`src/rtl/mask_pkg.sv`:
```
// rtl/mask_pkg.sv - shared widths and FSM encoding for the 512b mask blocks
package mask_pkg;

  localparam int MASK_W = 512;
  localparam int IDX_W  = 9;

  typedef enum logic [1:0] {
    IDLE = 2'd0,
    SCAN = 2'd1,
    DONE = 2'd2
  } mask_state_e;

endpackage

```
`src/rtl/mask_chunk_penc.sv`:
```
// rtl/mask_chunk_penc.sv - first/last set-bit encoder for one scan chunk
module mask_chunk_penc #(
  parameter int CHUNK_W = 32
) (
  input  logic [CHUNK_W-1:0]         chunk,
  output logic                       any,
  output logic [$clog2(CHUNK_W)-1:0] first_off,
  output logic [$clog2(CHUNK_W)-1:0] last_off
);

  localparam int OW = $clog2(CHUNK_W);

  // Offsets count from the chunk MSB, matching the index-0-is-MSB convention.
  always_comb begin
    any       = 1'b0;
    first_off = '0;
    last_off  = '0;
    for (int i = 0; i < CHUNK_W; i++) begin
      if (chunk[CHUNK_W-1-i]) begin
        if (!any) first_off = OW'(i);
        last_off = OW'(i);
        any      = 1'b1;
      end
    end
  end

endmodule

```
`src/rtl/mask_bound_extract_512bit.sv`:
```
// rtl/mask_bound_extract_512bit.sv - chunked scan returning left/right bounds of a 512b row mask; MASK_CONTIG_CHECK_EN enables the run-count check
module mask_bound_extract_512bit
  import mask_pkg::*;
#(
  parameter int CHUNK_W = 32
) (
  input  logic              i_clk,
  input  logic              i_rst,
  input  logic              i_trig,
  input  logic [MASK_W-1:0] i_mask,
  output logic              o_done,
  output logic [IDX_W-1:0]  o_bound_index_left,
  output logic [IDX_W-1:0]  o_bound_index_right,
  output logic              o_empty,
  output logic              o_noncontig
);

  localparam int NCHUNK = MASK_W / CHUNK_W;
  localparam int OW     = $clog2(CHUNK_W);
  localparam logic [IDX_W-1:0] STEP      = IDX_W'(CHUNK_W % MASK_W);
  localparam logic [IDX_W-1:0] LAST_BASE = IDX_W'(MASK_W - CHUNK_W);

  mask_state_e        state;
  logic               trig_d;
  logic               done_q;
  logic               found_l;
  logic [MASK_W-1:0]  mask_q;
  logic [MASK_W-1:0]  mask_shl;
  logic [IDX_W-1:0]   base_q;
  logic [IDX_W-1:0]   left_w;
  logic [IDX_W-1:0]   right_w;
  logic [CHUNK_W-1:0] chunk;
  logic               chunk_any;
  logic [OW-1:0]      first_off;
  logic [OW-1:0]      last_off;

  // The working copy shifts left each cycle so the current chunk is always at the top.
  assign chunk = mask_q[MASK_W-1 -: CHUNK_W];

  generate
    if (NCHUNK > 1) begin : g_shift
      assign mask_shl = {mask_q[MASK_W-CHUNK_W-1:0], {CHUNK_W{1'b0}}};
    end else begin : g_noshift
      assign mask_shl = '0;
    end
  endgenerate

  mask_chunk_penc #(.CHUNK_W(CHUNK_W)) u_penc (
    .chunk     (chunk),
    .any       (chunk_any),
    .first_off (first_off),
    .last_off  (last_off)
  );

`ifdef MASK_CONTIG_CHECK_EN
  // Rising-edge count saturates at 2: only "more than one run" matters.
  logic [1:0]         cnt_q;
  logic [1:0]         cnt_next;
  logic               prev_bit;
  logic [CHUNK_W-1:0] rises;

  assign rises = chunk & ~{prev_bit, chunk[CHUNK_W-1:1]};

  always_comb begin
    cnt_next = cnt_q;
    if (rises != '0) begin
      if (((rises & (rises - CHUNK_W'(1))) != '0) || (cnt_q != 2'd0)) cnt_next = 2'd2;
      else                                                              cnt_next = 2'd1;
    end
  end
`else
  assign o_noncontig = 1'b0;
`endif

  assign o_done = done_q & i_trig;

  always_ff @(posedge i_clk) begin
    if (i_rst) begin
      state               <= IDLE;
      trig_d              <= 1'b0;
      done_q              <= 1'b0;
      found_l             <= 1'b0;
      mask_q              <= '0;
      base_q              <= '0;
      left_w              <= '0;
      right_w             <= '0;
      o_bound_index_left  <= '0;
      o_bound_index_right <= '0;
      o_empty             <= 1'b0;
`ifdef MASK_CONTIG_CHECK_EN
      cnt_q               <= 2'd0;
      prev_bit            <= 1'b0;
      o_noncontig         <= 1'b0;
`endif
    end else begin
      trig_d <= i_trig;
      case (state)
        IDLE: begin
          if (i_trig && !trig_d) begin
            mask_q  <= i_mask;
            base_q  <= '0;
            found_l <= 1'b0;
            left_w  <= '0;
            right_w <= '0;
`ifdef MASK_CONTIG_CHECK_EN
            cnt_q    <= 2'd0;
            prev_bit <= 1'b0;
`endif
            state   <= SCAN;
          end
        end
        SCAN: begin
          if (!i_trig) begin
            state <= IDLE;
          end else begin
            if (chunk_any) begin
              if (!found_l) begin
                left_w  <= base_q + IDX_W'(first_off);
                found_l <= 1'b1;
              end
              right_w <= base_q + IDX_W'(last_off);
            end
            mask_q <= mask_shl;
            base_q <= base_q + STEP;
`ifdef MASK_CONTIG_CHECK_EN
            cnt_q    <= cnt_next;
            prev_bit <= chunk[0];
`endif
            if (base_q == LAST_BASE) state <= DONE;
          end
        end
        DONE: begin
          if (!i_trig) begin
            done_q <= 1'b0;
            state  <= IDLE;
          end else if (!done_q) begin
            o_bound_index_left  <= left_w;
            o_bound_index_right <= right_w;
            o_empty             <= ~found_l;
`ifdef MASK_CONTIG_CHECK_EN
            o_noncontig         <= (cnt_q == 2'd2);
`endif
            done_q              <= 1'b1;
          end
        end
        default: state <= IDLE;
      endcase
    end
  end

endmodule
```
`config.mk`:
```
export PLATFORM = sky130hd
export DESIGN_NAME = mask_bound_extract_512bit
export DESIGN_NICKNAME = d
export VERILOG_FILES = /design/src/rtl/mask_pkg.sv /design/src/rtl/mask_chunk_penc.sv /design/src/rtl/mask_bound_extract_512bit.sv
export SDC_FILE = /design/constraint.sdc
export NUM_CORES = 1
export LEC_CHECK = 0
export CAP_MARGIN = 25
export CORE_ASPECT_RATIO = 1.4
export CORE_UTILIZATION = 55
export DETAILED_ROUTE_END_ITERATION = 10
export GPL_TIMING_DRIVEN = 0
export PLACE_DENSITY = 0.84
export SETUP_SLACK_MARGIN = 0.3
export SYNTH_ARGS = -nofsm -noshare
export SYNTH_HDL_FRONTEND = slang
export SYNTH_HIERARCHICAL = 1
export SYNTH_SLANG_ARGS = --single-unit
```
`constraint.sdc`:
```
create_clock -name i_clk -period 5.62 [get_ports i_clk]
set_clock_uncertainty 0.1 [all_clocks]
set_input_delay 1.124 -clock i_clk [delete_from_list [all_inputs] [get_ports i_clk]]
set_output_delay 1.124 -clock i_clk [all_outputs]
set_load 0.1 [all_outputs]
```
==> impl_results.md <==
- Sequential share of the synthesized area: 40.6%
- Max-capacitance violation count: 0
- Die Footprint: 50900 µm²
- Placer's final routability congestion estimate: around 1.0
- Mean instance size in the synthesized netlist: 8.77 µm²
- Number of gates resized after CTS: 0
- Arrival @ worst endpoint: ~2.5 ns
- Number of flip-flops and latches in the synthesized netlist: ~560
- CTS buffer count: 54
- Async set-reset flop share out of synthesis: 0%
- Routed met1 length: 34400 µm
- Port Buffers: 532
- Largest net degree at the start of global routing: 15
- Clock-pin transition on the worst setup and hold timing paths: 0.06 ns
- Average wire per cell in the routed design: 22.2 µm
- Mapped Cells: 3135
- Number of cell instances on the worst register-to-register path: 9
- Leak: 12.8 nW
- Half-perimeter wire length of the detailed placement result: 79000 µm
- Relative slew margins: 31.0%
- Total of hold buffers inserted after clock tree synthesis: 0
- Core region area: 49200 µm²
- Min-Delay Path Class: register to register
- Final Routed Wirelength: 98000 µm
- CTS sink count: 558
- Top sig layer: met5
- Worst skew pair latency: between 0.5 and 0.6 ns
- Dominant register cell in the synthesized netlist: dfxtp_1
- Highest net fanout along the worst path: 10
- Number of antenna violations at the first check in global routing: 16
- Status: finished, final reports clean
- Origin of the worst setup path: i_trig
- Initial detailed-routing violation count: ~1600
- Number of placement rows: 96
- Data required time of the critical path: 4.40 ns
- R2r endpoint: left_w[8]
- Crit share post-route: 66.0%
- Maximum level of the CTS H-tree: 2
- Warning count from the yosys run: 6
- Setup repair bufs after CTS: 0
- Overall die width: 191 µm
- Pre-antenna DRT Iters: 5
- Share of post-route cells with drive strength above 1: 19.0%
- Setup repair after global routing missed its margin: false
- Most used cells in the layout excluding fill and tap cells: nand2_1, dfxtp_1, nor2_1, clkdlybuf4s50_1, a311oi_2
- Endpoints failing hold: 0
- CP Launch Type: primary input
- Pins Over Slew Limit: 0
- Register-to-register setup slack: ~2.8 ns
- Worst hold margin: between 0.3 and 0.4 ns
- Worst-case vdd ir drop: roughly 0.00026 V
- Synth-to-layout area growth: 29.0%
- Critical path destination: o_done
- CP Capture Type: output pin
- Net count, final: 4239
- Area of the mapped netlist: 27500 µm²
- EDFF count, synth: 0
- Number of nets in the synthesized netlist: 3651
- DRT antenna net count: 0
- Vias in the first global route: 26200
- Synth cell types: 62
- Filler cells: 3856
- Crit-path cells: buf_6, and2_1, clkdlybuf4s50_1
- Worst reg2reg startpoint: mask_q[481]
- F_max: 270 MHz
- Final Critical Period: 3.71 ns
- Average vias per placed instance: around 5.8
- TritonCTS clock tree: built
- Slew at the pin closest to its max-slew limit: ~1.0 ns
- Worst Setup Path Type: primary input to output pin
- Global route total overflow: 0
- Effective utilization at floorplan: 55.9%
- Combined global-route utilization of all metal layers: 37.7%
- DRC errors left: 0
- Cell with the biggest individual delay on the critical path: clkdlybuf4s50_1
- Via count: around 25000
- IO Count: 536
- Total length of routed met3 wires: 5990 µm
- PD cells: around 290 nW/µm²
- Stage delay of the slowest cell on the critical path: between 1 and 1.5 ns
- Clock root cell: clkbuf_16
- Setup_tns: 0 ns
- Buffer levels on the longest clock path: 3
- Leading cell type in the layout, fill and taps excluded: nand2_1
- Die boundary height: 267 µm
- Number of setup violations in the final report: 0
- Routed wire length on met2: 49100 µm
- Global-route wire length before repair: 146000 µm
## kinds of logic after synthesis
| family | synth area share, % |
|---|---|
| XOR/XNOR | 0.0318 |
| adder cells (fa/ha/maj) | 0.0455 |
| buffers and inverters | 6.43 |
| flip-flops | 40.6 |
| AND/OR/NAND/NOR | 23.6 |
| multiplexers | 0.255 |
| other | 0.0136 |
| AO/OA/AOI/OAI | 29.0 |
## worst min path at each step
stage | cells past startpoint | endpoint | slack (ns) | from
3_3_place_gp | 2 | o_bound_index_left[8] | 0.34 | left_w[8]
2_1_floorplan | 2 | o_bound_index_right[0] | 0.33 | right_w[0]
6_report | 2 | left_w[1] | 0.35 | left_w[1]
4_1_cts | 2 | left_w[1] | 0.35 | left_w[1]
5_1_grt | 2 | o_bound_index_right[7] | 0.37 | right_w[7]
3_5_place_dp | 2 | left_w[1] | 0.35 | left_w[1]
## critical path, delay by kind of cell
| kind | cells | cell delay [ns] |
|---|---|---|
| buf+inv | 2 | 1.23 |
| simple gates | 1 | 0.13 |
## metrics by stage
step | worst slack (ns) | utilization, % | cell area (µm²) | power, mW | cells
6_report | 1.91 | 72.0 | 35500 | 10.4 | 4407
3_5_place_dp | 1.91 | 68.3 | 33600 | 6.60 | 4304
2_1_floorplan | 2.42 | - | 27500 | 5.78 | 3135
3_3_place_gp | 1.91 | 68.3 | 33600 | 6.56 | 4304
4_1_cts | 1.91 | 72.0 | 35500 | 10.4 | 4401
5_1_grt | 1.87 | 72.0 | 35500 | 10.7 | 4406
## power by group
| part | switching, mW | internal (mW) | leakage, nW | total (mW) |
|---|---|---|---|---|
| Clock | 1.58 | 2.25 | 0.904 | 3.83 |
| Combinational | 1.15 | 0.912 | 7.32 | 2.06 |
| Sequential | 0.236 | 4.27 | 4.61 | 4.50 |
## cell usage after synthesis, drive strengths merged, types with 11 or more instances
cell | n | area (µm²)
nand3 | 15 | 87.6
a311oi | 480 | 7140
nor2 | 552 | 2070
clkbuf | 149 | 561
buf | 145 | 1170
o21ai | 12 | 60.1
a21oi | 45 | 229
inv | 11 | 41.3
dfxtp | 558 | 11200
a22oi | 33 | 248
nand2b | 11 | 76.3
nand2 | 1028 | 3860
## cell type report
cell class                      instances  area, µm²  share of cell area, %
Buffer                                294       1730                   4.87
Clock inverter                         16        263                  0.741
Clock buffer                           81       1570                   4.44
Tap cell                              637        797                   2.25
Antenna cell                            6       15.0                 0.0423
Multi-Input combinational cell       2272      14600                   41.1
Sequential cell                       558      11200                   31.5
Timing Repair Buffer                  532       5330                   15.0
Inverter                               11       41.3                  0.116
## routing by layer
metal / vias up / global-route usage, %
li1: 12100 / -
met1: 11900 / 38.6
met2: 1042 / 67.6
met3: 340 / 6.15
met4: 20 / 29.6
met5: - / 0
## registers in the layout (all words and copies together), names as in the netlist
| register | count |
|---|---|
| state | 2 |
| mask_q | 512 |
| left_w | 9 |
| trig_d | 1 |
| done_q | 1 |
| o_empty | 1 |
| found_l | 1 |
| base_q | 4 |
| right_w | 9 |
| o_bound_index_left | 9 |
| o_bound_index_right | 9 |
(Power assumes the default switching activity.)
